<file path="src/rtl/register_file_mp.sv">
// Multi-port integer register file: NUM_READ combinational read ports, two write
// ports (A: writeback, B: load/late, B wins on collision), optional hard-wired
// zero register, optional write-to-read bypass, and a one-word-per-cycle clear
// sequencer (IDLE -> CLEAR -> DONE -> IDLE).
module register_file_mp #(
   parameter int unsigned ADDR_WIDTH = 5,
   parameter int unsigned DATA_WIDTH = 32,
   parameter int unsigned NUM_READ   = 2,
   parameter int unsigned ZERO_REG   = 1,
   parameter int unsigned BYPASS     = 0
) (
   input  logic                           clk,
   input  logic                           rst,
   input  logic [NUM_READ*ADDR_WIDTH-1:0] raddr_i,
   output logic [NUM_READ*DATA_WIDTH-1:0] rdata_o,
   input  logic [ADDR_WIDTH-1:0]          waddr_a_i,
   input  logic [DATA_WIDTH-1:0]          wdata_a_i,
   input  logic                           we_a_i,
   input  logic [ADDR_WIDTH-1:0]          waddr_b_i,
   input  logic [DATA_WIDTH-1:0]          wdata_b_i,
   input  logic                           we_b_i,
   input  logic                           clr_req_i,
   output logic                           clr_busy_o,
   output logic                           clr_done_o
);

   localparam int unsigned           NUM_WORDS = 2 ** ADDR_WIDTH;
   localparam logic [ADDR_WIDTH-1:0] LAST_ADDR = ADDR_WIDTH'(NUM_WORDS - 1);

   typedef enum logic [1:0] {
      ST_IDLE  = 2'd0,
      ST_CLEAR = 2'd1,
      ST_DONE  = 2'd2
   } state_t;

   state_t                  state_q;
   state_t                  state_d;
   logic [ADDR_WIDTH-1:0]   cnt_q;
   logic [ADDR_WIDTH-1:0]   cnt_d;

   // Effective per-cycle actions decoded from the current state.
   logic                    wr_en_a_c;
   logic                    wr_en_b_c;
   logic                    clr_en_c;

   // Flattened view of the storage array for the read muxes.
   logic [NUM_WORDS-1:0][DATA_WIDTH-1:0] mem_c;

   // State, counter and registered status flags.
   always_ff @(posedge clk or posedge rst) begin
      if (rst) begin
         state_q    <= ST_IDLE;
         cnt_q      <= '0;
         clr_busy_o <= 1'b0;
         clr_done_o <= 1'b0;
      end else begin
         state_q    <= state_d;
         cnt_q      <= cnt_d;
         clr_busy_o <= (state_d == ST_CLEAR);
         clr_done_o <= (state_d == ST_DONE);
      end
   end

   // Next-state and clear-counter logic; the counter saturates at the last word.
   always_comb begin
      state_d = state_q;
      cnt_d   = cnt_q;
      case (state_q)
         ST_IDLE: begin
            if (clr_req_i) begin
               state_d = ST_CLEAR;
               cnt_d   = '0;
            end
         end
         ST_CLEAR: begin
            if (cnt_q == LAST_ADDR) begin
               state_d = ST_DONE;
            end else begin
               cnt_d = cnt_q + ADDR_WIDTH'(1);
            end
         end
         ST_DONE: begin
            state_d = ST_IDLE;
         end
         default: begin
            state_d = ST_IDLE;
            cnt_d   = '0;
         end
      endcase
   end

   // Per-state actions: writes are live outside CLEAR, clearing only inside it.
   always_comb begin
      wr_en_a_c = 1'b0;
      wr_en_b_c = 1'b0;
      clr_en_c  = 1'b0;
      case (state_q)
         ST_IDLE, ST_DONE: begin
            wr_en_a_c = we_a_i;
            wr_en_b_c = we_b_i;
         end
         ST_CLEAR: begin
            clr_en_c = 1'b1;
         end
         default: begin
            wr_en_a_c = 1'b0;
         end
      endcase
   end

   // Storage words; word 0 is never written when it is the hard-wired zero.
   for (genvar w = 0; w < NUM_WORDS; w++) begin : g_word
      localparam logic [ADDR_WIDTH-1:0] WADDR    = ADDR_WIDTH'(w);
      localparam bit                    WRITABLE = !((ZERO_REG != 0) && (w == 0));

      logic                  hit_a_c;
      logic                  hit_b_c;
      logic                  hit_clr_c;
      logic [DATA_WIDTH-1:0] word_q;

      assign hit_a_c   = WRITABLE && wr_en_a_c && (waddr_a_i == WADDR);
      assign hit_b_c   = WRITABLE && wr_en_b_c && (waddr_b_i == WADDR);
      assign hit_clr_c = clr_en_c && (cnt_q == WADDR);

      // Clear has priority, then port B, then port A.
      always_ff @(posedge clk or posedge rst) begin
         if (rst) begin
            word_q <= '0;
         end else if (hit_clr_c) begin
            word_q <= '0;
         end else if (hit_b_c) begin
            word_q <= wdata_b_i;
         end else if (hit_a_c) begin
            word_q <= wdata_a_i;
         end
      end

      assign mem_c[w] = word_q;
   end

   // Read ports: array lookup, optional same-cycle bypass, zero-register override.
   for (genvar k = 0; k < NUM_READ; k++) begin : g_read
      logic [ADDR_WIDTH-1:0] ra_c;
      logic [DATA_WIDTH-1:0] rd_c;

      assign ra_c = raddr_i[k*ADDR_WIDTH +: ADDR_WIDTH];

      // Bypass only sees writes that will actually land (never during CLEAR).
      always_comb begin
         rd_c = mem_c[ra_c];
         if (BYPASS != 0) begin
            if (wr_en_b_c && (waddr_b_i == ra_c)) begin
               rd_c = wdata_b_i;
            end else if (wr_en_a_c && (waddr_a_i == ra_c)) begin
               rd_c = wdata_a_i;
            end
         end
         if ((ZERO_REG != 0) && (ra_c == '0)) begin
            rd_c = '0;
         end
      end

      assign rdata_o[k*DATA_WIDTH +: DATA_WIDTH] = rd_c;
   end

endmodule

</file>
<file path="config.mk">
export PLATFORM = sky130hd
export DESIGN_NAME = register_file_mp
export DESIGN_NICKNAME = d
export VERILOG_FILES = /design/src/rtl/register_file_mp.sv
export SDC_FILE = /design/constraint.sdc
export NUM_CORES = 2
export LEC_CHECK = 0
export BUFFER_PORTS_ARGS = -buffer_cell sky130_fd_sc_hd__buf_4
export CAP_MARGIN = 20
export CORE_MARGIN = 4
export CORE_UTILIZATION = 40
export CTS_CLUSTER_DIAMETER = 150
export DETAILED_ROUTE_END_ITERATION = 7
export SYNTH_ARGS = -nofsm -noshare
export SYNTH_HDL_FRONTEND = slang
export SYNTH_SLANG_ARGS = --single-unit
</file>
<file path="constraint.sdc">
create_clock -name clk -period 56.9 [get_ports clk]
set_input_delay 11.38 -clock clk [delete_from_list [all_inputs] [get_ports clk]]
set_output_delay 11.38 -clock clk [all_outputs]
set_load 0.01 [all_outputs]
</file>
==> load_flow_metrics.sql <==
INSERT INTO impl_metrics (metric_group, metric, value, unit) VALUES
('run_status', 'status', 'complete, no violations', ''),
('sta', 'final-hold-violation-count', '0', ''),
('clock_tree', 'cts-resized-gates', '0', ''),
('clock_tree', 'worst_setup_hold_path_clk_slew', '0.06', 'ns'),
('pwr', 'p_per_area', '39.5', 'nW/um^2'),
('clock_tree', 'cts_buffer_depth', '3', ''),
('yosys', 'syn-mean-instance-area', '9.50', 'um^2'),
('setup_path', 'worst-endpoint-arrival', '16.29', 'ns'),
('setup_path', 'critPathRequiredTime', '45.52', 'ns'),
('sta', 'slew_viol_final', '0', ''),
('setup_path', 'cpMostUsedCell', 'sky130_fd_sc_hd__buf_4', ''),
('yosys', 'synth.cell_area', '64500', 'um^2'),
('floorplan', 'io-pin-count', '155', ''),
('floorplan', 'horizontal_extent_of_the_die', '410', 'um'),
('global_route', 'largest_net_degree_at_the_start_of_global_routing', '154', ''),
('detailed_routing', 'post-route-drc-count', '0', ''),
('global_route', 'antenna_found_initial', '19', ''),
('detailed_routing', 'routed-via-count', '60000', ''),
('clock_tree', 'cts.repair_timing.setup_buffer_count', '0', ''),
('yosys', 'synthArstFlopShare', '100', '%'),
('place', 'routabilityCongestion', '0.944', ''),
('setup_path', 'timing.critical_path.fanout_max', '90', ''),
('global_route', 'grt_overflow_total', '0', ''),
('setup_path', 'sort_of_element_at_the_end_of_the_critical_path', 'primary output', ''),
('sta', 'tns', '0', 'ns'),
('clock_tree', 'tritoncts', 'built', ''),
('pwr', 'irDropWorstVdd', '0.0268', 'mV'),
('yosys', 'syn-instance-count', '6794', ''),
('detailed_routing', 'firstDrtPassIters', '7', ''),
('pwr', 'cellLeakagePower', '31.3', 'nW'),
('yosys', 'synth_flop_cell', 'sky130_fd_sc_hd__dfrtp_1', ''),
('detailed_routing', 'wl_per_cell', '34.5', 'um'),
('detailed_routing', 'drc_marker_count_from_the_first_detailed_route_iteration', '8206', ''),
('setup_path', 'cp_num_buf_inv', '5', ''),
('setup_path', 'timing.critical_path.from_type', 'primary input', ''),
('place', 'port_buffers', '154', ''),
('clock_tree', 'tritoncts_num_sinks', '1001', ''),
('detailed_routing', 'route.final.wire_length', '297000', 'um'),
('detailed_routing', 'route.detailed.vias_per_inst', '6.96', ''),
('yosys', 'synth_seq_cells', '1001', ''),
('cells_and_area', 'synthToLayoutAreaGrowth', '9.46', '%'),
('sta', 'setup_violations', '0', ''),
('cells_and_area', 'share_of_post_route_cells_with_drive_strength_above_1', '13.9', '%'),
('floorplan', 'initial_utilization', '40.2', '%'),
('clock_tree', 'cts_hold_buffers', '0', ''),
('sta', 'worstMarginPinSlew', '1.32', 'ns'),
('cells_and_area', 'layout.core_utilization', '44.0', '%'),
('setup_path', 'critical-path-max-stage-delay', '0.97', 'ns'),
('floorplan', 'area_inside_the_core_boundary', '160000', 'um^2'),
('clock_tree', 'cts_root_buf', 'sky130_fd_sc_hd__clkbuf_16', ''),
('detailed_routing', 'detail-route-antenna-nets', '0', ''),
('setup_path', 'timing.setup.critical_path_class', 'primary input to primary output', ''),
('yosys', 'synth.distinct_cells', '62', ''),
('place', 'hpwl', '170000', 'um'),
('setup_path', 'critPathSlowestCell', 'sky130_fd_sc_hd__buf_4', ''),
('global_route', 'groute.usage.overall', '34.1', '%'),
('sta', 'grt_setup_unrepaired', 'no', ''),
('global_route', 'grt_first_pass_wirelength', '424000', 'um'),
('clock_tree', 'insertion_delay', '0.75', 'ns'),
('yosys', 'seq_area_frac_synth', '38.8', '%'),
('sta', 'slew_headroom', '12.2', '%'),
('sta', 'final.setup_skew', '0.0301', 'ns'),
('sta', 'final.min_clock_period', '27.67', 'ns'),
('floorplan', 'floorplan.die_area', '168000', 'um^2'),
('setup_path', 'path_cells', 'buf_8 -> buf_4 -> buf_4 -> buf_4 -> mux2i_1 -> o22ai_1 -> nor3_1 -> nor4_1 -> buf_4', ''),
('sta', 'max_clock_freq', '0.0361', 'GHz'),
('yosys', 'syn_nets', '6889', ''),
('yosys', 'synth_enable_flop_cells', '0', ''),
('global_route', 'grt_pass1_vias', '57300', ''),
('cells_and_area', 'filler_cell_count', '15200', ''),
('run', 'drv.max_cap_violation_count', '0', ''),
('worst_hold_path', 'hold_class', 'register to register', ''),
('clock_tree', 'numCtsBuffers', '111', ''),
('sta', 'timing.final.crit_share', '48.6', '%'),
('floorplan', 'std_cell_rows', '147', ''),
('floorplan', 'dieHeight', '410', 'um'),
('cells_and_area', 'final_net_count', '6452', ''),
('setup_path', 'cp_top_family', 'buffers and inverters', ''),
('yosys', 'yosysWarnings', '0', ''),
('clock_tree', 'h-tree-depth', '3', '');
-- metal layers --
layer	track usage, %	part of all wire [%]
met2	48.5	41
met1	44.2	38
met4	19.6	6.7
met5	0	0.0057
met3	12.7	14
-- layout make-up --
| type | count | area, um^2 | area share (%) |
|---|---|---|---|
| antenna | 13 | 32.5 | 0.0461 |
| clock buffer | 172 | 3390 | 4.80 |
| clock inverter | 22 | 340 | 0.482 |
| inverter | 7 | 33.8 | 0.0478 |
| multi-input combinational | 4919 | 36500 | 51.7 |
| sequential | 1001 | 25000 | 35.5 |
| tap | 2160 | 2700 | 3.83 |
| timing repair buffer | 317 | 2540 | 3.60 |
-- worst reg2reg max path, cell delays in order (launching register included) --
cell and delay (ns):
sky130_fd_sc_hd__dfrtp_1 0.36, sky130_fd_sc_hd__buf_4 0.22, sky130_fd_sc_hd__or3b_1 0.81, sky130_fd_sc_hd__nor3_4 0.61, sky130_fd_sc_hd__buf_4 0.63, sky130_fd_sc_hd__nor3_4 0.07
sky130_fd_sc_hd__buf_4 0.35, sky130_fd_sc_hd__a221o_1 0.37
-- state kept, by name (all words and copies together) (netlist names) --
signal and cells:
state_q 2, clr_busy_o 1, cnt_q 5, g_word.word_q 992, clr_done_o 1
-- synth_stat cells (all sizes together) (7+ instances only) --
cell	number	area [um^2]
o21ai	287	1440
dfrtp	1001	25000
or2	10	62.6
a31oi	313	1960
a21oi	297	1490
a221o	135	1350
nor3	160	955
o2bb2ai	64	561
nand3b	26	208
a22oi	64	480
buf	205	1110
o22ai	291	1820
nor2	555	2090
a221oi	31	272
mux2i	1133	11300
nor2b	52	325
inv	7	26.3
or3	35	224
nand2b	15	93.8
a211oi	289	2170
and3	114	713
mux4	128	2880
nand3	344	1720
clkbuf	662	2490
nand2	354	1330
a2bb2oi	22	318
mux2	129	1450
nor4	34	243
-- cells by family after synthesis --
group,count (synthesis),synth area share (%)
AO/OA/AOI/OAI,1795,18.4
AND/OR/NAND/NOR,1725,12.7
multiplexers,1390,24.3
flip-flops,1001,38.8
buffers and inverters,874,5.62
adder cells (fa/ha/maj),6,0.116
XOR/XNOR,3,0.0407
-- report_power, final --
part	switching (W)	internal (W)	leakage, nW
clock network	0.000327	0.000442	1.83
registers	0.000212	0.000956	13.7
logic	0.000454	0.000396	15.7
total	0.000993	0.00179	31.3
-- placed cells by master (no fill, tap or decap), drive strengths merged, types with 8 or more instances in the layout --
cell type	instances
o2bb2ai	64
clkinv	11
bufinv	8
or2	10
nand3	344
nor2	555
a221o	135
nand3b	26
mux2i	1133
nor2b	52
nor3	160
and3	114
nor4	34
mux2	129
a2bb2oi	22
a211oi	289
nand2b	15
dfrtp	1001
nand2	354
buf	317
o21ai	287
or3	35
a22oi	64
clkbuf	172
o22ai	291
mux4	128
a221oi	31
a21oi	297
a31oi	313
diode	13
-- through the flow --
stage	std cells	setup WS, ns	cell area (um^2)	hold WS [ns]	total power, W
3_5_place_dp	8398	29.44	66800	0.495	0.00199
5_1_grt	8603	29.20	70600	0.526	0.00290
3_3_place_gp	8390	28.64	66600	0.488	0.00196
2_1_floorplan	6794	17.36	64500	0.468	0.00172
4_1_cts	8592	29.43	70500	0.512	0.00276
6_report	8611	29.23	70600	0.513	0.00279
-- worst paths after layout --
kind	startpoint	to	slack (ns)	cells past startpoint
min reg2reg	g_word[4].word_q[0]	g_word[4].word_q[0]	0.51	1
min	g_word[4].word_q[0]	g_word[4].word_q[0]	0.51	1
max in group asynchronous	rst	g_word[3].word_q[25]	42.22	6
max reg2reg	state_q[0]	g_word[11].word_q[4]	53.36	7
min in group asynchronous	rst	g_word[17].word_q[9]	10.78	2
max	raddr_i[0]	rdata_o[11]	29.23	9
No activity file was read; power rests on OpenSTA's default activity.
